--- src/rtl/pool_writer_pkg.sv ---
// rtl/pool_writer_pkg.sv - shared parameters, mode encodings and width helper for pool_writer
package pool_writer_pkg;

  localparam int DATA_WIDTH          = 16;
  localparam int NUM_ONE_PIXEL_CYCLE = 6;
  localparam int POOL_ADDR_WIDTH     = 10;
  localparam int COUNT_WRITEBIT      = 3;
  localparam int IMG_W               = 28;
  localparam int IMG_H               = 28;

  localparam logic [1:0] MODE_BYPASS = 2'd0;
  localparam logic [1:0] MODE_MAX    = 2'd1;
  localparam logic [1:0] MODE_AVG    = 2'd2;

  // Index width for a range of v values, never narrower than one bit.
  function automatic int clog2_min1(input int v);
    return (v > 1) ? $clog2(v) : 1;
  endfunction

endpackage

--- src/rtl/pool_writer_line_buf.sv ---
// rtl/pool_writer_line_buf.sv - one-row buffer of horizontal pair results for 2x2 pooling
module pool_line_buf #(
  parameter int ENTRIES = 14,
  parameter int WIDTH   = 17,
  parameter int IDX_W   = 4
) (
  input  logic             clock,
  input  logic             we,
  input  logic [IDX_W-1:0] idx,
  input  logic [WIDTH-1:0] wdata,
  output logic [WIDTH-1:0] rdata
);

  // No reset: every entry is written on an even row before the odd row reads it.
  logic [WIDTH-1:0] mem [ENTRIES];

  // Synchronous write of the pair result computed on an even row.
  always_ff @(posedge clock) begin
    if (we) begin
      mem[idx] <= wdata;
    end
  end

  assign rdata = mem[idx];

endmodule

--- src/rtl/pool_writer.sv ---
// rtl/pool_writer.sv - conv pixel writer with bypass, 2x2 max and 2x2 average pooling
module pool_writer #(
  parameter int DATA_WIDTH          = pool_writer_pkg::DATA_WIDTH,
  parameter int NUM_ONE_PIXEL_CYCLE = pool_writer_pkg::NUM_ONE_PIXEL_CYCLE,
  parameter int POOL_ADDR_WIDTH     = pool_writer_pkg::POOL_ADDR_WIDTH,
  parameter int COUNT_WRITEBIT      = pool_writer_pkg::COUNT_WRITEBIT,
  parameter int IMG_W               = pool_writer_pkg::IMG_W,
  parameter int IMG_H               = pool_writer_pkg::IMG_H
) (
  input  logic                       clock,
  input  logic                       reset,
  input  logic [DATA_WIDTH-1:0]      data_in,
  input  logic                       conv_start,
  input  logic                       conv_done,
  input  logic                       frame_start,
  input  logic [1:0]                 pool_mode,
  output logic [DATA_WIDTH-1:0]      data_a,
  output logic [POOL_ADDR_WIDTH-1:0] address_a_t,
  output logic                       wren_a,
  output logic                       rden_a,
  output logic [DATA_WIDTH-1:0]      data_b,
  output logic [POOL_ADDR_WIDTH-1:0] address_b_t,
  output logic                       wren_b,
  output logic                       rden_b,
  output logic                       frame_done
);

  import pool_writer_pkg::*;

  localparam int COL_W = clog2_min1(IMG_W);
  localparam int ROW_W = clog2_min1(IMG_H);
  localparam int LB_N  = (IMG_W / 2 > 0) ? IMG_W / 2 : 1;
  localparam int LB_W  = clog2_min1(LB_N);
  localparam int PW    = DATA_WIDTH + 1;

  logic [COUNT_WRITEBIT-1:0]  cnt;
  logic [COL_W-1:0]           col;
  logic [ROW_W-1:0]           row;
  logic [POOL_ADDR_WIDTH-1:0] addr;
  logic [1:0]                 mode_q;
  logic [DATA_WIDTH-1:0]      hreg;

  logic accept;
  logic take;
  logic is_pool;
  logic is_avg;
  logic col_last;
  logic row_last;
  logic pool_last_blk;
  logic do_write;
  logic done_now;
  logic lb_we;

  logic [LB_W-1:0]        lb_idx;
  logic signed [PW-1:0]   hreg_x;
  logic signed [PW-1:0]   pix_x;
  logic signed [PW-1:0]   pair_val;
  logic signed [PW-1:0]   lb_rdata;
  logic signed [PW-1:0]   max4;
  logic signed [PW:0]     sum4;
  logic signed [PW:0]     avg4;
  logic [DATA_WIDTH-1:0]  pool_out;
  logic [DATA_WIDTH-1:0]  wr_data;

  // A pixel is taken on the last cycle of its window unless conv_done blocks it;
  // a same-cycle frame_start wins and the pixel is dropped.
  assign accept = conv_start & (cnt == COUNT_WRITEBIT'(NUM_ONE_PIXEL_CYCLE - 1)) & ~conv_done;
  assign take   = accept & ~frame_start;

  // Reserved mode 3 falls through to bypass.
  assign is_pool = (mode_q == MODE_MAX) | (mode_q == MODE_AVG);
  assign is_avg  = (mode_q == MODE_AVG);

  assign col_last      = (col == COL_W'(IMG_W - 1));
  assign row_last      = (row == ROW_W'(IMG_H - 1));
  assign pool_last_blk = (col == COL_W'((IMG_W / 2) * 2 - 1)) &
                         (row == ROW_W'((IMG_H / 2) * 2 - 1));

  // Horizontal pair: the held even-column pixel with the current odd-column pixel.
  assign hreg_x   = $signed({hreg[DATA_WIDTH-1], hreg});
  assign pix_x    = $signed({data_in[DATA_WIDTH-1], data_in});
  assign pair_val = is_avg ? (hreg_x + pix_x) : ((pix_x > hreg_x) ? pix_x : hreg_x);

  // Vertical combine of this row's pair with the pair stored from the row above.
  assign max4     = (pair_val > lb_rdata) ? pair_val : lb_rdata;
  assign sum4     = $signed({pair_val[PW-1], pair_val}) + $signed({lb_rdata[PW-1], lb_rdata});
  assign avg4     = sum4 >>> 2;
  assign pool_out = is_avg ? DATA_WIDTH'(avg4) : DATA_WIDTH'(max4);

  // Trailing odd columns/rows never reach an odd/odd position, so they never write.
  assign lb_idx   = LB_W'(col >> 1);
  assign lb_we    = take & is_pool & col[0] & ~row[0];
  assign do_write = take & (~is_pool | (col[0] & row[0]));
  assign done_now = is_pool ? pool_last_blk : (col_last & row_last);
  assign wr_data  = is_pool ? pool_out : data_in;

  pool_line_buf #(
    .ENTRIES (LB_N),
    .WIDTH   (PW),
    .IDX_W   (LB_W)
  ) u_line_buf (
    .clock (clock),
    .we    (lb_we),
    .idx   (lb_idx),
    .wdata (pair_val),
    .rdata (lb_rdata)
  );

  // Window counter: free-runs through each pixel window while conv_start is high.
  always_ff @(posedge clock or posedge reset) begin
    if (reset) begin
      cnt <= '0;
    end else if (conv_start && (cnt < COUNT_WRITEBIT'(NUM_ONE_PIXEL_CYCLE - 1))) begin
      cnt <= cnt + COUNT_WRITEBIT'(1);
    end else begin
      cnt <= '0;
    end
  end

  // Row-major position of the next incoming pixel, wrapping at the end of the map.
  always_ff @(posedge clock or posedge reset) begin
    if (reset) begin
      col <= '0;
      row <= '0;
    end else if (frame_start) begin
      col <= '0;
      row <= '0;
    end else if (accept) begin
      if (col_last) begin
        col <= '0;
        row <= row_last ? '0 : row + ROW_W'(1);
      end else begin
        col <= col + COL_W'(1);
      end
    end
  end

  // Pooling mode is only sampled at frame_start so a frame never mixes modes.
  always_ff @(posedge clock or posedge reset) begin
    if (reset) begin
      mode_q <= MODE_BYPASS;
    end else if (frame_start) begin
      mode_q <= pool_mode;
    end
  end

  // Hold the even-column pixel until its odd-column partner arrives.
  always_ff @(posedge clock or posedge reset) begin
    if (reset) begin
      hreg <= '0;
    end else if (take && is_pool && !col[0]) begin
      hreg <= data_in;
    end
  end

  // Port A write, one cycle after the accepting edge; address advances per write.
  always_ff @(posedge clock or posedge reset) begin
    if (reset) begin
      wren_a      <= 1'b0;
      frame_done  <= 1'b0;
      data_a      <= '0;
      address_a_t <= '0;
      addr        <= '0;
    end else begin
      wren_a     <= do_write;
      frame_done <= do_write & done_now;
      if (do_write) begin
        data_a      <= wr_data;
        address_a_t <= addr;
      end
      if (frame_start) begin
        addr <= '0;
      end else if (do_write) begin
        addr <= addr + POOL_ADDR_WIDTH'(1);
      end
    end
  end

  assign rden_a      = 1'b0;
  assign data_b      = '0;
  assign address_b_t = '0;
  assign wren_b      = 1'b0;
  assign rden_b      = 1'b0;

endmodule
--- config.mk ---
export PLATFORM = sky130hd
export DESIGN_NAME = pool_writer
export DESIGN_NICKNAME = d
export VERILOG_FILES = /design/src/rtl/pool_writer_pkg.sv /design/src/rtl/pool_writer_line_buf.sv /design/src/rtl/pool_writer.sv
export SDC_FILE = /design/constraint.sdc
export NUM_CORES = 1
export LEC_CHECK = 0
export ABC_AREA = 1
export CAP_MARGIN = 20
export CORE_ASPECT_RATIO = 1.4
export CORE_MARGIN = 1.5
export CORE_UTILIZATION = 40
export DETAILED_ROUTE_END_ITERATION = 6
export PLACE_DENSITY = 0.57
export SLEW_MARGIN = 5
export SYNTH_ARGS = -nofsm -noshare
export SYNTH_HDL_FRONTEND = slang
export SYNTH_SLANG_ARGS = --single-unit
--- constraint.sdc ---
create_clock -name clock -period 4.8 [get_ports clock]
set_input_delay 0.96 -clock clock [delete_from_list [all_inputs] [get_ports clock]]
set_output_delay 0.96 -clock clock [all_outputs]
set_load 0.01 [all_outputs]
==> impl_metrics.py <==
metrics = {
    "placed_design": {
        "port_buffers": 50,
        "place_area_sq_um": 17900,
        "dp_hpwl_um": 32000,
        "dp.cells": 2294,
        "gp_congestion": 0.956,
    },
    "global_route": {
        "grt_pass1_vias": 12200,
        "grt_pass1_wl_um": 68900,
        "grt_max_degree": 54,
        "track_usage": 0.224,
        "grt_antenna_before_repair": 0,
        "overflow": 0,
    },
    "floorplan": {
        "io_pins": 80,
        "die_h_um": 236,
        "std_cell_rows": 85,
        "start_util": 0.404,
        "core_sq_um": 38400,
        "die_area_sq_um": 40000,
        "dieWidth_um": 169,
    },
    "clocking": {
        "cts_max_level": 1,
        "cts.path.max_buffers": 3,
        "cts_tree": "yes",
        "cts_root_buf": "clkbuf_16",
        "cts_sinks": 307,
        "clk_pin_slew_ps": 60,
        "cts_made_buffers": 29,
        "ctsHoldBuffers": 0,
        "clkLatencyLatePin_ps": 570,
    },
    "synth": {
        "synth-adder-area-share": 0.0593,
        "synth_ff_type": "edfxtp_1",
        "synth-seq-cells": 307,
        "syn_area_sq_um": 15500,
        "ys_types": 48,
        "synthSimpleGateAreaFrac": 0.162,
        "synth_top_family_by_area": "simple AND/OR/NAND/NOR gates",
        "yosysSeqAreaShare": 0.572,
        "synth_compound_area_frac": 0.128,
        "synth.avg_cell_area_sq_um": 9.79,
        "synth_xor_xnor_area_share": 0.00451,
        "yosys_warnings": 0,
        "synthArstFlopShare": 0.225,
        "post_synth_mux_area_share": 0,
        "synth_edf_count": 238,
        "synthCells": 1586,
    },
    "detailed_routing": {
        "drc": 0,
        "viasPerCell": 5.15,
        "vias": 12100,
        "drt-pass1-iter-count": 5,
        "first_iter_violations": 804,
        "wl_per_cell_um": 18.8,
        "drt-total-wl_um": 44100,
        "ant_nets": 0,
    },
    "cells_and_area": {
        "drive_gt1_frac": 0.163,
        "diodes": 0,
        "layout_common_cells": "nand2_1, edfxtp_1, buf_4, inv_1, nor2_1",
        "fin_area_sq_um": 18900,
        "final_common_cell": "nand2_1",
        "area_growth_pct": 21.5,
        "fin_nets": 1900,
        "multi_input_area_sq_um": 5730,
        "seqCellArea_sq_um": 8870,
        "stdcell_count": 2347,
        "fillers": 3576,
    },
    "sta": {
        "grt_setup_unrepaired": "no",
        "tightest_slew_ps": 931,
        "hold_ws_ps": 462,
        "drv_slew": 0,
        "relSlewSlack": 0.379,
        "period_needed_ps": 4540,
        "fin_crit_sh": 0.945,
        "finalHoldViolCount": 0,
        "setup_viol": 0,
        "clock_skew_ps": 18.6,
        "setup_tns_ps": 0,
        "clock.fmax_mhz": 221,
    },
    "flow_run": {
        "drv_cap": 0,
    },
    "setup_path": {
        "worstPathArrival_ps": 4980,
        "cp-start-kind": "primary input",
        "crit_required_ps": 5250,
        "endpoint_kind": "flip-flop",
        "path_class": "in2reg",
        "cp_max_fo": 15,
    },
    "pwr": {
        "power_leakage_uw": 0.00798,
        "power.density_nw_per_um2": 319,
        "irDropWorstVdd_v": 0.000263,
    },
    "run_status": {
        "outcome": "finished, final reports clean",
    },
    "min_path": {
        "hold_path.class": "reg2reg",
    },
}
==> cells in the mapped netlist (4+ instances only) <==
cell / n / area [sq um]
nand2_1: 348 / 1310
edfxtp_1: 238 / 7150
inv_1: 161 / 604
nor2_1: 109 / 409
a22oi_1: 97 / 728
a21oi_1: 90 / 450
o21ai_0: 76 / 380
ha_1: 72 / 901
dfrtp_1: 69 / 1730
nand3_1: 62 / 310
buf_4: 31 / 233
nand4_1: 31 / 194
clkbuf_1: 29 / 109
o21ai_1: 29 / 145
buf_2: 24 / 120
inv_2: 20 / 75.1
nor3_1: 20 / 100
a31oi_1: 7 / 43.8
nor2_2: 7 / 43.8
xor2_1: 7 / 61.3
o22ai_1: 6 / 37.5
or2_1: 6 / 37.5
nor4_1: 4 / 25.0
o31ai_1: 4 / 30.0
o41ai_1: 4 / 35.0
==> report_power, final <==
part	total (uW)	switching, uW	internal (uW)
combinational	908	545	363
sequential	2960	18.8	2940
clock	2150	993	1160
total	6020	1560	4460
==> worst max-delay path: stages <==
cell and delay, ps:
clkdlybuf4s50_1 420, ha_1 360, buf_4 160, nor2_1 140, inv_1 70, nor2_1 230, nand4_1 200, nand3_2 170
nand4_1 120, o311ai_2 100, nor2_1 70, o22ai_1 150, inv_2 90, buf_4 200, ha_1 210, a21oi_1 120
o31ai_1 110, a21oi_2 170, nand4_1 200, nand2_4 150, buf_4 160, nand3_1 100, nand2_1 70, nand3_1 90
nand2_1 80, nand2_1 50
==> layout make-up <==
cell class                 count  area share
sequential                   307       0.471
multi-input combinational   1039       0.304
timing repair buffer         245       0.109
clock buffer                  34      0.0395
inverter                     182      0.0362
tap                          522      0.0346
clock inverter                18     0.00624
==> through the flow <==
stage | setup WS, ps | util | power [uW]
after global placement | -527 | 0.466 | 3900
after detailed placement | -568 | 0.466 | 3900
after CTS | 30.8 | 0.489 | 6050
after global routing | 24.9 | 0.491 | 6260
final | 265 | 0.491 | 6020
after floorplan | 401 | - | 3490
==> cells by family (layout without fill, tap and decap cells) <==
logic type | after synthesis | in the layout
and+or+nand+nor | 599 | 599
AOI/OAI and AO/OA | 330 | 330
DFF | 307 | 307
buffers and inverters | 268 | 479
adders and majority gates | 73 | 73
xor gates and xnor gates | 8 | 8
other | 1 | 29
==> routing by layer <==
layer	track usage	vias up	share of wire
li1	-	5859	-
met1	0.269	5782	0.40
met2	0.411	345	0.52
met3	0.0201	91	0.041
met4	0.0888	0	0.040
met5	0	-	0
==> worst paths after layout <==
path	from	to	slack, ps	cells past startpoint
min in group asynchronous	reset	data_a[6]$_DFFE_PP0P_	780	2
max in group asynchronous	reset	data_a[4]$_DFFE_PP0P_	2980	3
worst max register to register	hreg[9]$_DFFE_PP0P_	data_a[13]$_DFFE_PP0P_	650	26
worst min-delay path	addr[2]$_DFFE_PP0P_	addr[2]$_DFFE_PP0P_	460	1
worst min register to register	addr[2]$_DFFE_PP0P_	addr[2]$_DFFE_PP0P_	460	1
worst max-delay path	data_in[9]	data_a[13]$_DFFE_PP0P_	260	26
==> timing repair <==
| action | CTS | global route |
|---|---|---|
| setup buffers | 0 | 1 |
| endpoints found under the setup margin | 0 | 16 |
| hold endpoints to repair | 0 | 0 |
| resized for setup | 0 | 24 |
==> sequential cells by signal, indices dropped and copies added, names as in the netlist <==
register        cells
addr               10
address_a_t        10
cnt                 3
col                 5
data_a             16
frame_done          1
hreg               16
mode_q              2
row                 5
u_line_buf.mem    238
wren_a              1
No activity file was read; power rests on OpenSTA's default activity.
==> edit (config.mk and constraints unchanged) <==
Reset style: synchronous (`reset`), changed in 5 clocked blocks.
--- a/src/rtl/pool_writer.sv
+++ b/src/rtl/pool_writer.sv
@@ -107,7 +107,7 @@
   );
 
   // Window counter: free-runs through each pixel window while conv_start is high.
-  always_ff @(posedge clock or posedge reset) begin
+  always_ff @(posedge clock) begin
     if (reset) begin
       cnt <= '0;
     end else if (conv_start && (cnt < COUNT_WRITEBIT'(NUM_ONE_PIXEL_CYCLE - 1))) begin
@@ -118,7 +118,7 @@
   end
 
   // Row-major position of the next incoming pixel, wrapping at the end of the map.
-  always_ff @(posedge clock or posedge reset) begin
+  always_ff @(posedge clock) begin
     if (reset) begin
       col <= '0;
       row <= '0;
@@ -136,7 +136,7 @@
   end
 
   // Pooling mode is only sampled at frame_start so a frame never mixes modes.
-  always_ff @(posedge clock or posedge reset) begin
+  always_ff @(posedge clock) begin
     if (reset) begin
       mode_q <= MODE_BYPASS;
     end else if (frame_start) begin
@@ -145,7 +145,7 @@
   end
 
   // Hold the even-column pixel until its odd-column partner arrives.
-  always_ff @(posedge clock or posedge reset) begin
+  always_ff @(posedge clock) begin
     if (reset) begin
       hreg <= '0;
     end else if (take && is_pool && !col[0]) begin
@@ -154,7 +154,7 @@
   end
 
   // Port A write, one cycle after the accepting edge; address advances per write.
-  always_ff @(posedge clock or posedge reset) begin
+  always_ff @(posedge clock) begin
     if (reset) begin
       wren_a      <= 1'b0;
       frame_done  <= 1'b0;
Behaviour: differs if reset is asserted again (counterexample within 10 cycles, from zero or initial values and one cycle with reset high); with reset held inactive, the same outputs for 10 cycles.
==> edit against the original RTL <==
Sequential share of layout area down 1.9 points; wire length up 0.75%; highest routed layer unchanged; setup slack better by 16 ps; sequential cell count up 4; largest power group unchanged; first-iteration DRC count up 8.5%; clock power up 10%; utilization down 0.56 points; cell area up 1.1%; synthesized area up 2.4%; clock skew about the same; fmax up 0.36%; global-route usage down 0.61 points; power up 1.5%.
==> edit: results <==
export IMPL_place_congestion=0.921
export IMPL_hold_path_startpoint="address_a_t[2]"
export IMPL_dpl_cell_count=2359
export IMPL_grt_pass1_vias=12600
export IMPL_status="finished, final reports clean"
export IMPL_synthXorXnorAreaFrac_pct=0.496
export IMPL_pre_cts_slack_ps=-420
export IMPL_power_leakage_nw=7.57
export IMPL_maxCapViolCount=0
export IMPL_wl_met1_mm=17.7
export IMPL_synth_compound_area_share_pct=14.8
export IMPL_arrival_ps=4970
export IMPL_drt_wl_total_mm=44.4
export IMPL_synthTopCellsByCount="271 x nand2_1, 238 x edfxtp_1, 188 x nor2_1"
export IMPL_ys_types=49
export IMPL_powerSeq_mw=2.95
export IMPL_grtUsageTotal_pct=21.8
export IMPL_syn_cell_area_mm2=0.0159
export IMPL_wl_per_cell_um=18.4
export IMPL_fin_worst_skew_ps=18.7
export IMPL_met2_usage_pct=40.4
export IMPL_power_frac_comb_pct=12.9
export IMPL_async_reset_ff_share_pct=0
export IMPL_crit_start="data_in[6]"
export IMPL_grt_pass1_wl_mm=68.6
export IMPL_cp_max_fo=5
export IMPL_synth_top_cells_by_area="edfxtp_1 45%, dfxtp_1 9.2%, nand2_1 6.4%"
export IMPL_ir_drop_v=0.000291
export IMPL_worst_slew_pin_slew_ps=974
export IMPL_postPlaceCellArea_mm2=0.0179
export IMPL_wl_met3_mm=1.80
export IMPL_routed_via_density=5.23
export IMPL_regToRegStartpoint="hreg[0]"
export IMPL_met2_length_mm=23.3
export IMPL_use_met1_pct=25.5
export IMPL_nets=1961
export IMPL_drt_iter0_markers=872
export IMPL_synth_fa_ha_area_share_pct=5.80
export IMPL_fillCellCount=3649
export IMPL_layout_drive_gt1_share_pct=17.9
export IMPL_seq_area_frac_synth_pct=54.2
export IMPL_cts_inserted_buffers=30
export IMPL_clkPwrFrac_pct=38.8
export IMPL_grtUsageMet3_pct=2.42
export IMPL_p_switching_mw=1.52
export IMPL_grt_max_degree=83
export IMPL_dp_hpwl_mm=29.8
export IMPL_synth_edf_count=238
export IMPL_syn_area_per_cell_um2=9.41
## edit: cell count changes after synthesis, sizes merged, moves of 9 or more
cell / unedited run / this run
a22oi: 97 / 0
o21ai: 105 / 190
dfxtp: 0 / 73
nor2: 116 / 189
dfrtp: 69 / 0
nand2: 350 / 286
a21oi: 90 / 148
o221ai: 1 / 28
nand3: 62 / 80
buf: 57 / 73
inv: 181 / 168
o22ai: 6 / 16
or2: 9 / 0
## edit: logic make-up after synthesis
| family | after synthesis |
|---|---|
| AO/OA/AOI/OAI | 414 |
| XOR/XNOR | 9 |
| adder cells (fa/ha/maj) | 73 |
| buffers and inverters | 277 |
| flip-flops | 311 |
| other | 1 |
| AND/OR/NAND/NOR | 604 |
## edit: path summary, 6_finish.rpt
kind	slack [ps]	cells after the start	endpoint
worst max register to register	610	29	data_a[14]
worst min register to register	470	2	address_a_t[2]
worst max-delay path	280	23	data_a[14]
worst min-delay path	470	2	address_a_t[2]
## edit: final cells by class
type | count | area, um^2 | share of cell area [%]
tap | 528 | 661 | 3.47
timing repair buffer | 224 | 1910 | 10.0
multi-input combinational | 1129 | 6240 | 32.7
clock inverter | 22 | 160 | 0.840
inverter | 169 | 637 | 3.34
sequential | 311 | 8610 | 45.2
clock buffer | 34 | 840 | 4.40
## edit: critical path, cell delays in order
cell	delay [ps]
clkdlybuf4s50_1	420
ha_1	330
inv_1	70
a21oi_1	290
a21boi_0	220
o21ai_1	190
o21ai_0	390
nand2_1	170
ha_1	350
nand2_2	110
nor2_1	50
nor3_1	150
buf_4	140
nand2_1	40
nand2_1	70
nand3_2	110
o21ai_4	320
clkbuf_16	230
a21oi_1	70
nand2_1	90
nand3_1	60
nand2_1	80
a21oi_2	50
